--- config.mk ---
export PLATFORM = sky130hd
export DESIGN_NAME = seg7_display_ctrl
export DESIGN_NICKNAME = d
export VERILOG_FILES = /design/src/rtl/seg7_ctrl_pkg.sv /design/src/rtl/seg7_display_ctrl_tc_counter.sv /design/src/rtl/seg7_display_ctrl.sv
export SDC_FILE = /design/constraint.sdc
export NUM_CORES = 1
export LEC_CHECK = 0
export ABC_CLOCK_PERIOD_IN_PS = 5200
export BUFFER_PORTS_ARGS = -buffer_cell sky130_fd_sc_hd__buf_4
export CAP_MARGIN = 5
export CORE_MARGIN = 2
export CORE_UTILIZATION = 39
export DETAILED_ROUTE_END_ITERATION = 8
export PLACE_DENSITY_LB_ADDON = 0.25
export SETUP_SLACK_MARGIN = 0.02
export SYNTH_ARGS = -nofsm -noshare
export SYNTH_HDL_FRONTEND = slang
export SYNTH_HIERARCHICAL = 1
export SYNTH_SLANG_ARGS = --single-unit
export TNS_END_PERCENT = 20
--- constraint.sdc ---
create_clock -name clk -period 5.2 [get_ports clk]
set_input_delay 0.78 -clock clk [delete_from_list [all_inputs] [get_ports clk]]
set_output_delay 0.78 -clock clk [all_outputs]
set_load 0.05 [all_outputs]
--- src/rtl/seg7_ctrl_pkg.sv ---
// -----------------------------------------------------------------------------
// seg7_ctrl_pkg
// Shared definitions for the stopwatch 7-segment display controller:
// state encoding, the blank-digit code, mode width and digit bank types.
// -----------------------------------------------------------------------------
package seg7_ctrl_pkg;

  localparam int MODE_W = 2;

  // State encoding doubles as the externally visible mode code.
  localparam logic [MODE_W-1:0] ST_LIVE  = 2'd0;
  localparam logic [MODE_W-1:0] ST_LAP   = 2'd1;
  localparam logic [MODE_W-1:0] ST_BLINK = 2'd2;

  // The 7-segment driver turns a display off when it receives this code.
  localparam logic [3:0] BLANK_DIGIT = 4'hF;

  typedef enum logic {
    PHASE_OFF = 1'b0,
    PHASE_ON  = 1'b1
  } phase_e;

  typedef logic [3:0] bcd_t;

  // Index 0 is the least significant display (tens of ms).
  typedef bcd_t [3:0] digit_bank_t;

  function automatic digit_bank_t blank_bank();
    return {BLANK_DIGIT, BLANK_DIGIT, BLANK_DIGIT, BLANK_DIGIT};
  endfunction

endpackage

--- src/rtl/seg7_display_ctrl_tc_counter.sv ---
// -----------------------------------------------------------------------------
// tc_counter
// Up-counter running 0..MODULUS-1 with synchronous clear and a terminal-count
// flag. When enabled at the terminal value it wraps to 0, so the count never
// exceeds MODULUS-1.
//
// Ports
//   clk    : system clock, rising edge
//   rst    : synchronous active-high reset
//   clr_i  : synchronous clear (wins over en_i)
//   en_i   : count enable
//   tc_o   : count equals MODULUS-1
// -----------------------------------------------------------------------------
module tc_counter #(
  parameter int unsigned MODULUS = 4
) (
  input  logic clk,
  input  logic rst,
  input  logic clr_i,
  input  logic en_i,
  output logic tc_o
);

  localparam int unsigned W = $clog2(MODULUS);
  localparam logic [W-1:0] LAST = W'(MODULUS - 1);

  logic [W-1:0] cnt_q, cnt_d;

  assign tc_o = (cnt_q == LAST);

  always_comb begin
    cnt_d = cnt_q;
    if (clr_i) begin
      cnt_d = '0;
    end else if (en_i) begin
      cnt_d = tc_o ? '0 : cnt_q + W'(1);
    end
  end

  always_ff @(posedge clk) begin
    if (rst) begin
      cnt_q <= '0;
    end else begin
      cnt_q <= cnt_d;
    end
  end

endmodule

--- src/rtl/seg7_display_ctrl.sv ---
// -----------------------------------------------------------------------------
// seg7_display_ctrl
// Chooses what the four 7-segment displays of a stopwatch show: the live time,
// a held lap time, or the live time blinking while the stopwatch is stopped.
//
// Ports
//   clk                : system clock, rising edge (50 MHz)
//   rst                : synchronous active-high reset
//   live_d0..live_d3   : live BCD digits (d0 = tens of ms, d3 = tens of s)
//   running            : stopwatch is counting
//   lap_pulse          : one-cycle lap request
//   clear_pulse        : one-cycle clear request
//   digit0..digit3     : registered digits to the display driver (F = blank)
//   lap_valid          : a lap value is stored
//   mode               : current state code (LIVE=0, LAP=1, BLINK=2)
//
// state | meaning
// ------+------------------------------------------------------------
// LIVE  | show live digits; wait for a lap or for the watch to stop
// LAP   | show the captured lap digits until the hold timer expires
// BLINK | watch stopped; alternate live digits and blank displays
// -----------------------------------------------------------------------------
module seg7_display_ctrl
  import seg7_ctrl_pkg::*;
#(
  parameter int unsigned HOLD_CYCLES       = 100_000_000,
  parameter int unsigned BLINK_HALF_CYCLES = 25_000_000
) (
  input  logic              clk,
  input  logic              rst,
  input  logic [3:0]        live_d0,
  input  logic [3:0]        live_d1,
  input  logic [3:0]        live_d2,
  input  logic [3:0]        live_d3,
  input  logic              running,
  input  logic              lap_pulse,
  input  logic              clear_pulse,
  output logic [3:0]        digit0,
  output logic [3:0]        digit1,
  output logic [3:0]        digit2,
  output logic [3:0]        digit3,
  output logic              lap_valid,
  output logic [MODE_W-1:0] mode
);

  logic [MODE_W-1:0] state_q, state_d;
  digit_bank_t       lap_q, lap_d;
  logic              lap_valid_q, lap_valid_d;
  phase_e            phase_q, phase_d;
  digit_bank_t       digits_q, digits_d;

  digit_bank_t live_w;
  logic        hold_clr, hold_en, hold_tc;
  logic        blink_clr, blink_en, blink_tc;

  assign live_w = {live_d3, live_d2, live_d1, live_d0};

  // Both timers are held at zero outside their own state, so entering LAP or
  // BLINK always starts a fresh interval. A lap request restarts the hold.
  assign hold_en   = (state_q == ST_LAP);
  assign hold_clr  = clear_pulse || lap_pulse || (state_q != ST_LAP);
  assign blink_en  = (state_q == ST_BLINK);
  assign blink_clr = clear_pulse || (state_q != ST_BLINK);

  tc_counter #(
    .MODULUS (HOLD_CYCLES)
  ) u_hold_timer (
    .clk   (clk),
    .rst   (rst),
    .clr_i (hold_clr),
    .en_i  (hold_en),
    .tc_o  (hold_tc)
  );

  tc_counter #(
    .MODULUS (BLINK_HALF_CYCLES)
  ) u_blink_timer (
    .clk   (clk),
    .rst   (rst),
    .clr_i (blink_clr),
    .en_i  (blink_en),
    .tc_o  (blink_tc)
  );

  always_comb begin
    state_d     = state_q;
    lap_d       = lap_q;
    lap_valid_d = lap_valid_q;
    phase_d     = phase_q;

    if (clear_pulse) begin
      lap_d       = '0;
      lap_valid_d = 1'b0;
      state_d     = running ? ST_LIVE : ST_BLINK;
    end else begin
      case (state_q)
        ST_LIVE: begin
          if (lap_pulse && running) begin
            lap_d       = live_w;
            lap_valid_d = 1'b1;
            state_d     = ST_LAP;
          end else if (!running) begin
            state_d = ST_BLINK;
          end
        end
        ST_LAP: begin
          // A new lap outranks the timeout of the previous one.
          if (lap_pulse) begin
            lap_d       = live_w;
            lap_valid_d = 1'b1;
          end else if (hold_tc) begin
            state_d = running ? ST_LIVE : ST_BLINK;
          end
        end
        ST_BLINK: begin
          if (running) begin
            state_d = ST_LIVE;
          end else if (blink_tc) begin
            phase_d = (phase_q == PHASE_ON) ? PHASE_OFF : PHASE_ON;
          end
        end
        default: begin
          state_d = ST_LIVE;
        end
      endcase
    end

    // Phase is only meaningful in BLINK; parking it at ON elsewhere makes
    // every entry into BLINK start with the digits visible.
    if (state_d != ST_BLINK || state_q != ST_BLINK || clear_pulse) begin
      phase_d = PHASE_ON;
    end
  end

  // Display content is decoded from the next state so the registered digits
  // and mode always describe the same state.
  always_comb begin
    digits_d = live_w;
    case (state_d)
      ST_LAP:   digits_d = lap_d;
      ST_BLINK: digits_d = (phase_d == PHASE_ON) ? live_w : blank_bank();
      default:  digits_d = live_w;
    endcase
  end

  always_ff @(posedge clk) begin
    if (rst) begin
      state_q     <= ST_LIVE;
      lap_q       <= '0;
      lap_valid_q <= 1'b0;
      phase_q     <= PHASE_ON;
      digits_q    <= '0;
    end else begin
      state_q     <= state_d;
      lap_q       <= lap_d;
      lap_valid_q <= lap_valid_d;
      phase_q     <= phase_d;
      digits_q    <= digits_d;
    end
  end

  assign digit0    = digits_q[0];
  assign digit1    = digits_q[1];
  assign digit2    = digits_q[2];
  assign digit3    = digits_q[3];
  assign lap_valid = lap_valid_q;
  assign mode      = state_q;

endmodule

* After elaboration in Yosys (flattened, before gate mapping) *
Index checks and enable logic that the tools add are counted.

operators by class
  add/subtract/negate cells = 2
  eq/ne operators = 11
  muxes and demuxes = 25
  reduce and logical (&&, ||, !) cells = 12

operator list
  operator                                        number
  2-to-1 mux 16 bit                               4
  case mux 16 bit (2 select lines)                2
  adder 27 x 1 -> 27 bit (second input constant)  1
  == test 27 bit (second input constant)          1
  2-to-1 mux 27 bit                               1
  adder 25 x 1 -> 25 bit (second input constant)  1
  == test 25 bit (second input constant)          1
  2-to-1 mux 25 bit                               1
  2-to-1 mux 2 bit                                7
  2-to-1 mux 1 bit                                8
  != test 2 bit (second input constant)           4
  case mux 2 bit (3 select lines)                 1
  OR reduction 2 bit                              3
  logical OR 1 bit                                5
  == test 2 x 1 -> 1 bit (second input constant)  2
  == test 2 bit (second input constant)           2
  AND reduction 3 bit                             1
  logical NOT 2 bit                               1
  != test 2 x 1 -> 1 bit (second input constant)  1
  case mux 1 bit (2 select lines)                 1
  nonzero test 2 bit                              1
  logical AND 1 bit                               1

storage, ports and cells
  bits in registers = 88
  bits of input ports = 21
  logic and storage cells = 63

* Depth between registers and ports, before layout *
  word-level depth = 11
  gate-level depth with buffers = 14

* Cells and area by module *
The synthesis kept the hierarchy.

by module, submodules not included
  module                      instances  cells each  area an instance (µm²)  sequential area each (µm²)
  seg7_display_ctrl           1          165         1531.5                  720.7
  tc_counter (u_hold_timer)   1          177         1527.7                  540.5
  tc_counter (u_blink_timer)  1          148         1251.2                  500.5

* Worst setup path before layout *
Ideal clock, no wire load.

  path type = reg2reg
  start point = reg u_hold_timer.cnt_q[17]
  end point = reg digits_q, in the netlist digit0[0]
  library setup time = 0.132 ns
  arrival = 2.948 ns
  data required time = 5.068 ns
  setup slack = 2.120 ns
  stages on the path, launching flop included = 15
  buffers on the path = 2
  clock period less this slack = 3.080 ns
  cell sequence = dfxtp_1 > clkbuf_1 > nor4_1 > nand4_1 > nor3_1 > inv_1 > or3_1 > a31o_2 > inv_1 > ha_1 > or2_2 > a41o_4 > buf_6 > a22oi_1 > a21oi_1

between the ends
  cells in the longest elaborated chain, start to end = 11

RTL lines
  element                               RTL line                            text
  start, declared                       seg7_display_ctrl_tc_counter.sv:27  logic [W-1:0] cnt_q, cnt_d;
  start signal, assigned                seg7_display_ctrl_tc_counter.sv:44  cnt_q <= cnt_d;
  == test 27 bit (*)                    seg7_display_ctrl_tc_counter.sv:29  assign tc_o = (cnt_q == LAST);
  net hold_tc                           seg7_display_ctrl.sv:53             logic hold_clr, hold_en, hold_tc;
  2-to-1 mux 2 bit (*)                  seg7_display_ctrl.sv:111            end else if (hold_tc) begin
  2-to-1 mux 2 bit (*)                  seg7_display_ctrl.sv:108            if (lap_pulse) begin
  case mux 2 bit (3 select lines) (*)   seg7_display_ctrl.sv:96             case (state_q)
  2-to-1 mux 2 bit (*)                  seg7_display_ctrl.sv:91             if (clear_pulse) begin
  net state_d[1]                        seg7_display_ctrl.sv:46             logic [MODE_W-1:0] state_q, state_d;
  != test 2 bit                         seg7_display_ctrl.sv:130            if (state_d != ST_BLINK || state_q != ST_BLINK || clear_pulse) begin
  logical OR 1 bit (2 in a row)         seg7_display_ctrl.sv:130
  2-to-1 mux 1 bit                      seg7_display_ctrl.sv:130
  2-to-1 mux 16 bit                     seg7_display_ctrl.sv:141            ST_BLINK: digits_d = (phase_d == PHASE_ON) ? live_w : blank_bank();
  case mux 16 bit (2 select lines) (*)  seg7_display_ctrl.sv:139            case (state_d)
  end signal, assigned                  seg7_display_ctrl.sv:158            digits_q <= digits_d;
  end, declared                         seg7_display_ctrl.sv:50             digit_bank_t digits_q, digits_d;

Mark *: on every way through the listed nets, which the timed path passes. The rest lies on a longest branch.
A chain may end at the register's enable or synchronous reset.

* Worst setup path in the final report *
  start point = reg u_hold_timer.cnt_q[3]
  end point = reg digits_q, in the netlist digit3[3]

Same word-level chain as after synthesis.

==> results.txt <==
----------------------------------------------------
[Placement]
  Port Buf Inserts ... 39
  Detailed placer's ending HPWL ... 6850 um
  Placed cell count ... 641
  RD Place Congestion ... 0.847

[Global route]
  GRT Overall Usage ... 17.9%
  Total overflow reported by the global router ... 0
  First-pass GRT wire length ... 16900 um
  Vias in the first global route ... 3550
  Maximum number of pins on one net before global-route repair ... 30
  Number of antenna violations at the first check in global routing ... 0

[Hold path]
  Hold wc startpoint ... lap_q[11]
  Number of stages on the worst hold path ... 2
  Hold WC Path Type ... register to register

[Clock tree]
  Post-CTS Setup Inserts ... 0
  Root Buffer Master ... sky130_fd_sc_hd__clkbuf_8
  Maximum level of the CTS H-tree ... 3
  Clock insertion delay at the later pin of the skew report ... 0.37 ns
  Clock slew seen by the registers of the worst setup and hold paths ... 0.09 ns
  Cts-stage hold buffer count ... 0
  TritonCTS Buffers ... 9
  Post_cts resized ... 0
  Buffers from clock root to sink, at most ... 2
  CTS Sinks ... 88
  CTS tree ... yes

[Detailed routing]
  Via count of the routed design ... 3771
  Routed wire per std cell ... 15.3 um
  Post-detailed-route via-to-cell ratio ... 5.75
  Antenna Violating Nets Remaining ... 0
  Number of iterations in the first detailed-routing pass ... 4
  Number of DRC markers after the initial detailed-route iteration ... 221
  Wirelength, routed ... 10100 um
  Number of DRC violations after detailed routing ... 0

[Layout]
  Sequential standard cell area ... 1760 um2
  Layout Cells excl Fill ... 656
  Fin nets ... 537
  Combined area of the multi-input logic cells ... 2320 um2
  Commonest non-fill, non-tap cell in the layout ... sky130_fd_sc_hd__dfxtp_1
  Layout cells sized above 1 ... 16.5%
  Count of inserted antenna diode cells ... 0
  Area added between synthesis and finish ... 11.7%
  Number of filler instances in the final layout ... 1051
  Most frequent cells in the layout ... sky130_fd_sc_hd__dfxtp_1 (88), sky130_fd_sc_hd__a21oi_1 (46), sky130_fd_sc_hd__nand2_1 (44)

[Floorplan]
  Overall die height ... 109 um
  Initial Util ... 39.9%
  Top-level I/O count ... 40
  CORE AREA ... 10800 um2
  Die area ... 11900 um2
  Die X ... 109 um
  Placement Rows ... 38

[Logic synthesis]
  Post-synth top area share ... 40.9%
  Post-synth EDFFs ... 0
  Number of flip-flops and latches in the synthesized netlist ... 88
  Cell taking the most area after synthesis ... sky130_fd_sc_hd__dfxtp_1
  Post-synthesis instance area ... 4310 um2
  Mapped Cells ... 490
  Prevailing post-synth register cell ... sky130_fd_sc_hd__dfxtp_1
  Cell types occupying the most area after synthesis ... sky130_fd_sc_hd__dfxtp_1 (41%), sky130_fd_sc_hd__a21oi_1 (5.3%), sky130_fd_sc_hd__nand2_1 (3.8%)
  Yosys warning total ... 6
  Syn nets ... 515
  Mean cell area of the mapped netlist ... 8.80 um2
  Proportion of register bits with asynchronous set or reset after synthesis ... 0%
  Sequential element share of the synthesized area ... 40.9%
  Number of distinct library cells after synthesis ... 60

[Worst setup path]
  Endpoint type of the worst setup path ... register
  Start-to-end type of the worst setup path ... register to register
  Reg-to-Reg Start ... u_hold_timer/cnt_q[3]
  Worst Path Required ... 5.49 ns
  Critical path launch point type ... register
  Worst reg2reg path depth ... 12
  Critical path peak fanout ... 15
  First element of the critical path ... u_hold_timer/cnt_q[3]
  Worst endpoint data arrival time ... 3.65 ns

[STA]
  Max-slew violations ... 0
  Max-Slew Margin vs Limit ... 53.4%
  Worst hold slack after final layout ... 0.455 ns
  Setup skew after layout ... 0.00809 ns
  Pin slew with the least headroom to its limit ... 0.699 ns
  Time the worst path needs with I/O delays and setup ... 3.36 ns
  Setup TNS ... 0 ns
  Final-report setup violation count ... 0
  Setup repair after global routing missed its margin ... false
  Final-report hold violation count ... 0
  Highest clock rate ... 297 MHz
  Tcrit/Tclk final ... 64.6%

[Pwr]
  Leakage power ... 0.00153 uW
  Max IR drop VDD ... 142 uV
  Cell Pwr Density ... 267 nW/um2

[Status]
  Outcome ... finished clean

[Job]
  Count of max-cap constraint violations ... 0

----------------------------------------------------
[layout make-up]
type,count,share of cell area [%]
Sequential cell,88,36.6
Inverter,14,1.09
Multi-Input combinational cell,358,48.2
Timing Repair Buffer,41,6.39
Clock inverter,5,1.20
Tap cell,140,3.64
Clock buffer,10,2.86
[power breakdown]
group | switching (uW) | internal [uW]
sequential | 7.32 | 685
clock | 246 | 233
combinational | 73.8 | 41.7
total | 327 | 959
[cell families (layout without fill, tap and decap cells)]
family / after synthesis / count (layout) / share of synthesized area (%)
AOI/OAI and AO/OA: 116 / 116 / 17.0
xor gates and xnor gates: 22 / 22 / 4.47
adders and majority gates: 4 / 4 / 1.16
buffers and inverters: 44 / 70 / 5.40
DFF: 88 / 88 / 40.9
and+or+nand+nor: 216 / 216 / 31.1
[metal layers]
layer  routed length (um)  up-vias  share of wire (%)  GRT usage (%)
li1                     -     1865                  -              -
met1                 4630     1786                 46           23.3
met2                 4700      111                 47           29.1
met3                  581        9                5.8           3.35
met4                  141        0                1.4           7.14
met5                    0        -                  0              0
[cells in the mapped netlist (2+ instances only)]
cell type	instances
sky130_fd_sc_hd__nor3_1	19
sky130_fd_sc_hd__or4_1	9
sky130_fd_sc_hd__nor2b_1	2
sky130_fd_sc_hd__xnor2_1	14
sky130_fd_sc_hd__inv_1	14
sky130_fd_sc_hd__buf_4	2
sky130_fd_sc_hd__or4_4	4
sky130_fd_sc_hd__a21oi_1	46
sky130_fd_sc_hd__nand3_1	13
sky130_fd_sc_hd__nand4_2	3
sky130_fd_sc_hd__a22oi_1	15
sky130_fd_sc_hd__or2_2	4
sky130_fd_sc_hd__or3_1	16
sky130_fd_sc_hd__nand2_1	44
sky130_fd_sc_hd__and2_1	4
sky130_fd_sc_hd__and4_1	6
sky130_fd_sc_hd__nor4b_1	3
sky130_fd_sc_hd__a211oi_1	12
sky130_fd_sc_hd__xor2_1	8
sky130_fd_sc_hd__clkbuf_1	11
sky130_fd_sc_hd__or4b_1	2
sky130_fd_sc_hd__o21ai_0	22
sky130_fd_sc_hd__nand3b_1	3
sky130_fd_sc_hd__nand4_4	2
sky130_fd_sc_hd__o31ai_1	11
sky130_fd_sc_hd__dfxtp_1	88
sky130_fd_sc_hd__nand4_1	18
sky130_fd_sc_hd__nor2_1	24
sky130_fd_sc_hd__nor3b_1	2
sky130_fd_sc_hd__and3_1	3
sky130_fd_sc_hd__nand4b_1	16
sky130_fd_sc_hd__ha_1	4
sky130_fd_sc_hd__buf_2	10
sky130_fd_sc_hd__buf_6	5
sky130_fd_sc_hd__nor4_1	5
sky130_fd_sc_hd__and3_2	2
[sequential cells by signal, summed over array words and instances, names as in the netlist, 2 cells and up]
signal,count
digit2,4
digit0,4
digit1,4
u_blink_timer/cnt_q,25
lap_q,16
mode,2
u_hold_timer/cnt_q,27
digit3,4
[critical path, cell delays in order (launching register included)]
cell                       delay [ns]
sky130_fd_sc_hd__dfxtp_1         0.44
sky130_fd_sc_hd__and4_1          0.41
sky130_fd_sc_hd__nand4_1         0.24
sky130_fd_sc_hd__nor3_1          0.21
sky130_fd_sc_hd__inv_1           0.08
sky130_fd_sc_hd__or3_1           0.34
sky130_fd_sc_hd__a31o_2          0.27
sky130_fd_sc_hd__inv_1           0.05
sky130_fd_sc_hd__ha_1            0.23
sky130_fd_sc_hd__nor3b_1         0.23
sky130_fd_sc_hd__a21boi_4        0.47
sky130_fd_sc_hd__a22oi_1         0.14
sky130_fd_sc_hd__a21oi_1         0.18
[final timing paths]
check              end  slack (ns)
min reg2reg  lap_q[11]        0.45
max          digit3[3]        1.84
min          lap_q[11]        0.45
max reg2reg  digit3[3]        1.84
[stage by stage]
step / area, um2 / setup slack (ns) / total power (uW) / utilization (%)
after detailed placement: 4620 / 1.85 / 823 / 42.8
after global placement: 4620 / 2.00 / 822 / 42.8
after floorplan: 4310 / 2.12 / 784 / -
final: 4810 / 1.84 / 1290 / 44.6
after CTS: 4810 / 1.83 / 1300 / 44.6
after global routing: 4810 / 1.46 / 1330 / 44.6
(Power assumes the default switching activity.)
